`src/rtl/gen3_packet_sequencer.sv`:
```
// Gen3 packet sequencer: turns per-lane framing markers into packet
// descriptors and queues them in a small FIFO with valid/ready output.
module gen3_packet_sequencer #(
  parameter int DEPTH = 8,
  parameter int LEN_W = 12
) (
  input  logic             clk,
  input  logic             reset,
  input  logic [7:0]       valid_d,
  input  logic [7:0]       tlpstart,
  input  logic [7:0]       tlpend,
  input  logic [7:0]       tlpedb,
  input  logic [7:0]       dlpstart,
  input  logic [7:0]       dlpend,
  output logic             desc_valid,
  input  logic             desc_ready,
  output logic             desc_type,
  output logic [LEN_W-1:0] desc_len,
  output logic             desc_null,
  output logic             desc_err,
  output logic             in_packet,
  output logic             framing_err,
  output logic [7:0]       err_count,
  output logic             overflow
);

  localparam int AW = $clog2(DEPTH);
  localparam int DW = LEN_W + 3;

  typedef enum logic [1:0] {
    IDLE,
    IN_TLP,
    IN_DLP
  } state_t;

  state_t           state_q, state_d;
  logic [LEN_W-1:0] len_q, len_d;
  logic [DW-1:0]    push0, push1;
  logic [2:0]       npush;
  logic             word_err;

  logic [DW-1:0]    mem [DEPTH];
  logic [AW-1:0]    wr_ptr, rd_ptr;
  logic [AW:0]      count, free;
  logic [1:0]       n_acc;
  logic             pop;

  always_comb begin : walk
    logic [4:0]    mk;
    logic          pv;
    logic [DW-1:0] pd;
    state_d  = state_q;
    len_d    = len_q;
    push0    = '0;
    push1    = '0;
    npush    = '0;
    word_err = 1'b0;
    for (int i = 0; i < 8; i++) begin
      pv = 1'b0;
      pd = '0;
      // mk = {tlpstart, tlpend, tlpedb, dlpstart, dlpend}
      mk = {tlpstart[i], tlpend[i], tlpedb[i],
            dlpstart[i], dlpend[i]};
      if (valid_d[i]) begin
        if ((mk & (mk - 5'd1)) != 5'd0) begin
          word_err = 1'b1;
          mk       = '0;
        end
        unique case (state_d)
          IDLE: begin
            if (mk[4]) begin
              state_d = IN_TLP;
              len_d   = {{(LEN_W-1){1'b0}}, 1'b1};
            end else if (mk[1]) begin
              state_d = IN_DLP;
              len_d   = {{(LEN_W-1){1'b0}}, 1'b1};
            end else if (mk != 5'd0) begin
              word_err = 1'b1;
            end
          end
          IN_TLP, IN_DLP: begin
            if (mk[4] | mk[1]) begin
              // abort: close with the bytes seen so far
              word_err = 1'b1;
              pv       = 1'b1;
              pd       = {state_d == IN_DLP, len_d, 1'b0, 1'b1};
              state_d  = mk[4] ? IN_TLP : IN_DLP;
              len_d    = {{(LEN_W-1){1'b0}}, 1'b1};
            end else begin
              if (len_d != '1) len_d = len_d + 1'b1;
              if (state_d == IN_TLP && (mk[3] | mk[2])) begin
                pv      = 1'b1;
                pd      = {1'b0, len_d, mk[2], 1'b0};
                state_d = IDLE;
              end else if (state_d == IN_DLP && mk[0]) begin
                pv      = 1'b1;
                pd      = {1'b1, len_d, 1'b0, 1'b0};
                state_d = IDLE;
              end else if (mk != 5'd0) begin
                word_err = 1'b1;
              end
            end
          end
          default: ;
        endcase
        if (pv) begin
          if (npush == 3'd0) push0 = pd;
          else if (npush == 3'd1) push1 = pd;
          npush = npush + 3'd1;
        end
      end
    end
  end

  assign pop  = desc_valid & desc_ready;
  assign free = (AW+1)'(DEPTH) - count + {{AW{1'b0}}, pop};

  always_comb begin
    n_acc = 2'd0;
    if (npush != 3'd0 && free != '0)
      n_acc = 2'd1;
    if (npush > 3'd1 && free > (AW+1)'(1))
      n_acc = 2'd2;
  end

  always_ff @(posedge clk) begin
    if (reset) begin
      state_q     <= IDLE;
      len_q       <= '0;
      wr_ptr      <= '0;
      rd_ptr      <= '0;
      count       <= '0;
      framing_err <= 1'b0;
      err_count   <= '0;
      overflow    <= 1'b0;
    end else begin
      state_q     <= state_d;
      len_q       <= len_d;
      framing_err <= word_err;
      if (word_err && err_count != 8'hFF)
        err_count <= err_count + 8'd1;
      if ({1'b0, n_acc} != npush)
        overflow <= 1'b1;
      wr_ptr <= wr_ptr + AW'(n_acc);
      rd_ptr <= rd_ptr + AW'(pop);
      count  <= count + (AW+1)'(n_acc)
              - (AW+1)'(pop);
    end
  end

  always_ff @(posedge clk) begin
    if (!reset) begin
      if (n_acc != 2'd0) mem[wr_ptr] <= push0;
      if (n_acc == 2'd2) mem[wr_ptr + AW'(1)] <= push1;
    end
  end

  assign desc_valid = (count != '0);
  assign in_packet  = (state_q != IDLE);
  assign {desc_type, desc_len, desc_null, desc_err} =
    desc_valid ? mem[rd_ptr] : '0;

endmodule
```
`config.mk`:
```
export PLATFORM = sky130hd
export DESIGN_NAME = gen3_packet_sequencer
export DESIGN_NICKNAME = d
export VERILOG_FILES = /design/src/rtl/gen3_packet_sequencer.sv
export SDC_FILE = /design/constraint.sdc
export NUM_CORES = 1
export LEC_CHECK = 0
export CORE_MARGIN = 2
export CORE_UTILIZATION = 49
export DETAILED_ROUTE_END_ITERATION = 10
export PLACE_DENSITY = 0.74
export REMOVE_ABC_BUFFERS = 1
export SLEW_MARGIN = 30
export SYNTH_ARGS = -nofsm -noshare
export SYNTH_HDL_FRONTEND = slang
export SYNTH_SLANG_ARGS = --single-unit
```
`constraint.sdc`:
```
create_clock -name clk -period 24.4 [get_ports clk]
set_input_delay 4.88 -clock clk [delete_from_list [all_inputs] [get_ports clk]]
set_output_delay 4.88 -clock clk [all_outputs]
set_load 0.01 [all_outputs]
```
Yosys cells after proc, flatten, opt, wreduce, memory -nomap -nowiden
Memory sizes are Yosys's and may differ from the RTL's. A register that Yosys moved wholly into a read port is not among the register bits. Cells that the tools add are included.

Output and inout port bits: 27. Flip-flop bits (word level): 34. Word-level logic and storage cells: 521. Memories: 1. Bits of input ports: 51. Bits in writable memories: 120.

Equal/unequal tests: 34. Multiplexer cells: 357. Bitwise gates (word level): 25. Reductions and logical operators: 63. Add/subtract/negate cells: 31. Magnitude comparators: 2.

Memories: mem (words 8, width 15, read ports 1, clocked after Yosys merged registers in 1, write ports 2, RTL line 42) `logic [DW-1:0] mem [DEPTH];`.

Operators by type and width (number): $mux W15 (86); $mux W12 (46); $pmux W12 S2 (8); $mux W2 (57); $mux W1 (113); $add A12 B1 Y12 const B (8); $ne A12 B12 Y1 const B (8); $mux W5 (16); $reduce_bool A5 Y1 (16); $mux W3 (15); $and A5 B5 Y5 (8); $sub A5 B1 Y5 const B (8); $pmux W2 S2 (8); $add A3 B1 Y3 const B (8); $eq A3 B1 Y1 const B (7); $logic_not A3 Y1 (7); $logic_and A1 B1 Y1 (19); $eq A2 B2 Y1 const B (9); $eq A2 B1 Y1 const B (8); $logic_not A2 Y1 (8); $or A1 B1 Y1 (16); $pmux W1 S2 (8); $reduce_or A2 Y1 (8); $add A8 B1 Y8 const B (1); 14 further kinds (16).

Depth between registers and ports, before layout
Gate-level depths: netlist (run 1).

Word-level depth: 70. Gate-level depth with buffers: 76. Gate-level depth less buffers: 76.

Least setup slack after synthesis (run 1)
No wires, ideal clock.

Path type: input-to-reg. Start point: input tlpstart[0]. End point: memory mem[0][9] (netlist bit) (data pin). Slack: 5.700 ns. Library setup time: 0.261 ns. Path buffers: 9. Data arrival time: 18.439 ns. Stages on the path: 66. Data required time: 24.139 ns. Cells stage by stage: buf_2 > maj3_1 > o21a_1 > o22ai_1 > nand2_1 > a21oi_1 > a21oi_1 > o21ai_0 > o21ai_0 > ha_1 > clkbuf_1 > nand3_1 > nor4_1 > a21o_1 > a32o_1 > clkbuf_1 > ha_1 > nand4_2 > [... 30 more ...] > mux2i_1 > o221ai_1 > inv_1 > ha_1 > clkbuf_1 > nand3_1 > nor2_1 > nand4_1 > o211ai_2 > inv_1 > ha_1 > and2_1 > buf_2 > and4_1 > buf_4 > a32oi_1 > o211ai_1 > a221o_1.

RTL lines: start: declaration (RTL line 10) `input logic [7:0] tlpstart,`; end: declaration (RTL line 42).

==> results of run 1 <==
==> report_power, final <==
part | total, mW | internal [mW] | switching (mW) | leakage [nW]
Sequential | 0.360 | 0.338 | 0.0220 | 1.39
Clock | 0.263 | 0.143 | 0.119 | 0.265
Combinational | 1.09 | 0.379 | 0.716 | 5.78
==> area by class of cell <==
type | instances | share of cell area
Multi-Input combinational cell | 2186 | 0.679
Sequential cell | 154 | 0.202
Timing Repair Buffer | 108 | 0.0471
Tap cell | 525 | 0.0309
Clock buffer | 19 | 0.0204
Inverter | 80 | 0.0141
Clock inverter | 13 | 0.00635
Antenna cell | 2 | 0.000235
==> logic make-up (layout without fill, tap and decap cells) <==
family,after synthesis,after routing,share of synthesized area
and+or+nand+nor,955,955,0.235
AOI/OAI and AO/OA,937,937,0.321
buffers and inverters,236,220,0.0477
muxes,164,164,0.104
DFF,154,154,0.218
adders and majority gates,84,84,0.0531
xor gates and xnor gates,46,46,0.0209
other,0,2,0
==> layer usage <==
layer  up-vias  global-route usage
li1       9845                   -
met1     10380               0.520
met2      1404               0.555
met3       180              0.0711
met4         0               0.117
met5         -                   0
==> registers in the layout, summed over array words and instances (netlist names) <==
register / cells
rd_ptr: 3
len_q: 12
framing_err: 1
count: 4
overflow: 1
state_q: 2
err_count: 8
mem: 120
wr_ptr: 3
==> cells in the final DEF, fill, tap and decap left out, types with 13 or more instances in the layout <==
cell / instances
o21ai_1: 26
o211ai_1: 53
nand2_1: 275
nand4_1: 35
dfxtp_1: 32
clkbuf_16: 17
nor2_1: 275
mux4_2: 30
mux2_2: 15
xor2_1: 18
o31ai_1: 18
buf_4: 30
a22oi_1: 26
clkdlybuf4s50_1: 77
or2_2: 16
inv_1: 79
a31oi_1: 43
nand3_1: 86
and3_1: 28
o22ai_1: 49
nor4_1: 13
o21a_1: 22
nand2b_1: 16
ha_1: 72
and4_1: 13
and2_1: 40
xnor2_1: 27
or3_1: 20
a21o_1: 24
o21ai_0: 160
mux2i_1: 119
a311oi_1: 13
a21oi_1: 248
nor3_1: 65
edfxtp_1: 120
nor2b_1: 18
a211oi_1: 61
==> path summary, 6_finish.rpt <==
path / to / cells past startpoint / slack [ps] / start
setup reg to reg: mem[7][5] / 57 / 6560 / len_q[0]
setup / recovery: mem[7][5] / 59 / 2100 / tlpstart[0]
hold / removal: overflow / 2 / 540 / overflow
hold reg to reg: overflow / 2 / 540 / overflow
==> metrics by stage <==
| stage | hold WS, ps | cells | area, um^2 | setup slack [ps] |
|---|---|---|---|---|
| 2_1_floorplan | 557 | 2420 | 19000 | 5810 |
| 3_3_place_gp | 518 | 3052 | 20700 | 2830 |
| 3_5_place_dp | 531 | 3052 | 20700 | 2120 |
| 4_1_cts | 549 | 3084 | 21200 | 2490 |
| 5_1_grt | 600 | 3085 | 21300 | 903 |
| 6_report | 543 | 3087 | 21300 | 2100 |
==> critical path, delay by kind of cell <==
family	cells	cell delay (ps)
compound gates	18	5220
fa+ha+maj	8	2730
buf+inv	7	1400
mux	2	490
simple gates	24	7710
==> results.py, run 1 <==
metrics = {
    "yosys": {
        "synth_area_per_cell_um2": 7.62,
        "synth-seq-area-share": 0.218,
        "synth_top_area_cell": "edfxtp_1",
        "synth.area.top_cells": "edfxtp_1 (18%), a21oi_1 (6.4%), mux2i_1 (6.1%)",
        "ys_ff_latch": 154,
        "synth_cells": 2576,
        "ys.flop_type": "edfxtp_1",
        "async_flop_share": 0,
        "yosysWarnings": 0,
        "syn_area_um2": 19600,
        "yosysMostFrequentCell": "nor2_1",
        "synth_top_cell_area_share": 0.184,
        "synth_cell_type_count": 117,
        "synth_common_cells": "nor2_1 (277), nand2_1 (275), a21oi_1 (249), o21ai_0 (166), edfxtp_1 (120)",
        "synth_edf_count": 120,
    },
    "drt": {
        "top_layer": "met4",
        "vias": 21809,
        "drt_iter0_markers": 2709,
        "drc_errors": 0,
        "firstDrtPassIters": 8,
        "wl_per_cell_um": 25.3,
        "wl_met3_um": 8840,
        "drt_wl_total_um": 78100,
        "drtAntennaViolNets": 0,
        "dr_wl_met2_um": 33900,
        "wl_met1_um": 33000,
        "via_per_inst": 7.06,
    },
    "timing": {
        "tns_ps": 0,
        "finalCriticalPeriod_ps": 22300,
        "max_freq_mhz": 44.8,
        "clock_skew_ps": 9.54,
        "finalSetupViolations": 0,
        "worst_slew_pin_slew_ps": 1010,
        "hold_viol_final": 0,
        "maxSlewHeadroom": 0.325,
        "slew_violations": 0,
        "rsz0062_at_grt": "false",
        "finalCritPeriodShare": 0.914,
    },
    "cells_and_area": {
        "synthToLayoutAreaGrowth_pct": 8.38,
        "final_core_util": 0.537,
        "multi_input_area_um2": 14500,
        "fillers": 3778,
        "regArea_um2": 4290,
        "nets": 2672,
        "layout-drive-gt1-share": 0.0762,
    },
    "clocking": {
        "clock-sinks": 154,
        "cts_setup_buffers": 0,
        "root_buffer": "clkbuf_16",
        "numCtsBuffers": 17,
        "clock_path_buffers": 2,
        "clkTransAtPathRegs_ps": 70,
        "cts_tree": "yes",
        "insertion_delay_ps": 430,
        "cts_resized": 0,
        "htree_levels": 4,
        "cts_hold_buf": 0,
    },
    "pwr": {
        "peakVddDrop_v": 0.0000622,
        "total_power_mw": 1.72,
        "leakage_nw": 7.44,
        "cellPowerDensity_nw_per_um2": 80.8,
    },
    "die": {
        "die_w_um": 204,
        "die-area_um2": 41700,
        "rows": 73,
        "start_util": 0.495,
        "core_um2": 39600,
        "io_pins": 78,
        "dieHeight_um": 204,
    },
    "critical_path": {
        "slowest_stage": "or4_1",
        "endpoint_kind": "flop",
        "cp_max_fo": 14,
        "startpoint_type": "primary input",
        "crit_top_cell": "ha_1",
        "slowest_delay_ps": 630,
        "crit_type": "in2reg",
        "cp.arrival_ps": 22440,
        "required_ps": 24540,
    },
    "grt": {
        "track_usage": 0.365,
        "overflow": 0,
        "antenna_found_initial": 1,
        "grt_max_degree": 38,
        "grt_pass1_vias": 19843,
        "grt_first_pass_wirelength_um": 118000,
    },
    "placement": {
        "io_buffer_count": 77,
        "gp_congestion": 1.01,
        "dp_hpwl_um": 59700,
    },
    "status": {
        "status": "finished, final reports clean",
    },
    "flow_run": {
        "cap_viol_max_count": 0,
    },
    "worst_hold_path": {
        "hold_class": "reg2reg",
    },
}
No activity file was read; power rests on OpenSTA's default activity.
==> inputs of run 2 (changes only) <==
- CTS_CLUSTER_SIZE: unset -> 24
- SLEW_MARGIN: 30 -> 0
- clock period: 24.4 -> 21.6 ns (I/O delays scaled with it)
==> run 2 against run 1 <==
Count of clock-buffer cells in the layout fell by 1. Clock power rose by 11%. Critical path type unchanged. Sequential power increased by 13%. Sequential share of layout area down 0.090 points. Sequential cell count unchanged. Total power is 13% higher. Utilization up 0.24 points. Non-clock buffer count rose by 13.
==> results.py, run 2 (same netlist as run 1, synthesis figures left out) <==
metrics = {
    "cells_and_area": {
        "biggestRegsByFlops": "mem (120), len_q (12), err_count (8)",
        "mostFrequentLayoutCell": "nor2_1",
        "nets": 2685,
        "synthToLayoutAreaGrowth_pct": 8.87,
        "layout-drive-gt1-share": 0.0824,
        "post-route-cell-area_um2": 21400,
        "most-common-layout-cells": "nor2_1 (277), nand2_1 (275), a21oi_1 (245), o21ai_0 (160), edfxtp_1 (120)",
        "top_register": "mem",
        "largest_reg_flops": 120,
    },
    "timing": {
        "finalSetupViolations": 0,
        "tns_ps": 0,
        "finalCritPeriodShare": 0.943,
        "hold_viol_final": 0,
        "clock_skew_ps": 13.1,
        "rsz0062_at_grt": "false",
        "max_freq_mhz": 49.1,
        "maxSlewHeadroom": 0.279,
        "slew_violations": 0,
        "finalCriticalPeriod_ps": 20360,
        "worst_slew_pin_slew_ps": 1080,
    },
    "drt": {
        "via_per_inst": 7.08,
        "vias": 21956,
        "drt_wl_total_um": 78600,
        "drtAntennaViolNets": 0,
        "firstDrtPassIters": 6,
        "drc_errors": 0,
        "drt_iter0_markers": 3088,
        "wl_per_cell_um": 25.4,
    },
    "placement": {
        "gp_congestion": 1.01,
        "dp_hpwl_um": 59700,
        "placed_cell_area_um2": 20800,
        "io_buffer_count": 77,
    },
    "clocking": {
        "clkTransAtPathRegs_ps": 70,
        "cts_setup_buffers": 0,
        "htree_levels": 4,
        "root_buffer": "clkbuf_16",
        "numCtsBuffers": 17,
        "cts_hold_buf": 0,
        "clock-sinks": 154,
        "cts_tree": "yes",
        "clock_path_buffers": 2,
        "cts_resized": 0,
        "insertion_delay_ps": 430,
    },
    "die": {
        "rows": 73,
        "die-area_um2": 41700,
        "io_pins": 78,
        "dieHeight_um": 204,
        "die_w_um": 204,
        "core_um2": 39600,
        "start_util": 0.495,
    },
    "worst_hold_path": {
        "min_from": "err_count[6]",
        "whs_endpoint": "err_count[6]",
        "hold_class": "reg2reg",
        "min_path_cells": 2,
    },
    "flow_run": {
        "cap_viol_max_count": 0,
    },
    "critical_path": {
        "cp_max_fo": 11,
        "r2r-start": "len_q[0]",
        "crit_top_cell": "ha_1",
        "cp.arrival_ps": 20610,
        "reg2reg_to": "mem[3][10]",
        "crit_type": "in2reg",
        "required_ps": 21850,
        "r2r_slack_ps": 4790,
        "startpoint_type": "primary input",
        "endpoint_kind": "flop",
        "slowest_stage": "or4_1",
        "slowest_delay_ps": 620,
        "ff2ff_path_depth": 57,
    },
    "grt": {
        "grt_max_degree": 38,
        "grt_first_pass_wirelength_um": 119000,
        "antenna_found_initial": 1,
        "track_usage": 0.367,
        "grt_pass1_vias": 19977,
        "overflow": 0,
    },
    "status": {
        "status": "finished, final reports clean",
    },
    "pwr": {
        "leakage_nw": 7.50,
        "cellPowerDensity_nw_per_um2": 90.7,
        "peakVddDrop_v": 0.0000556,
    },
}
## run 2: cell count changes in the layout (fill, tap and decap cells not counted), moves of 2 or more
| cell | change |
|---|---|
| a21oi_1 | -3 |
| a21oi_2 | +3 |
| buf_4 | +14 |
| clkinvlp_4 | -3 |
| inv_8 | +2 |
| nor2_1 | +2 |
| nor2_2 | -2 |
## run 2: stage by stage
step | setup WS (ps) | hold WS, ps | utilization | std cells | total power, mW
global route | 8.70 | 601 | 0.539 | 3098 | 2.06
floorplan | 3570 | 557 | - | 2420 | 1.22
CTS | 1450 | 553 | 0.538 | 3098 | 1.91
detailed placement | 1070 | 537 | 0.524 | 3066 | 1.61
finish | 1240 | 547 | 0.539 | 3099 | 1.94
global placement | 1590 | 518 | 0.524 | 3066 | 1.58
## run 2: final cells by class
cell class / instances / area (um^2)
timing repair buffer: 121 / 1100
antenna: 1 / 2.50
tap: 525 / 657
fill: 3787 / 18300
clock inverter: 14 / 128
clock buffer: 18 / 429
sequential: 154 / 4290
inverter: 80 / 300
multi-input combinational: 2186 / 14500
## run 2: where the power goes
part           total [mW]  internal (mW)  switching, mW
Clock               0.291          0.152          0.138
Combinational        1.24          0.435          0.807
Sequential          0.406          0.382         0.0243
Total                1.94          0.969          0.969
## run 2: worst max-delay path, delay by kind of cell
family | cells | cell delay (ps)
and+or+nand+nor | 24 | 7250
AOI/OAI and AO/OA | 19 | 4650
adders and majority gates | 8 | 2620
buffers and inverters | 8 | 1490
muxes | 1 | 250
## run 2: worst max path at each step
stage	startpoint	end	slack (ps)	depth (start not counted)
2_1_floorplan	tlpstart[0]	mem[0][4]	3570	57
4_1_cts	tlpstart[0]	mem[3][10]	1450	60
6_report	tlpstart[0]	mem[3][10]	1240	60
3_5_place_dp	tlpstart[0]	mem[3][10]	1070	60
3_3_place_gp	tlpstart[0]	mem[0][4]	1590	60
5_1_grt	tlpstart[0]	mem[0][3]	9	60
## run 2: layer usage
layer / wire, um / track usage / vias up / share of wire
li1: - / - / 9865 / -
met1: 33100 / 0.526 / 10495 / 0.42
met3: 8580 / 0.0598 / 188 / 0.11
met5: 0 / 0 / - / 0
met4: 2580 / 0.121 / 0 / 0.033
met2: 34300 / 0.560 / 1408 / 0.44
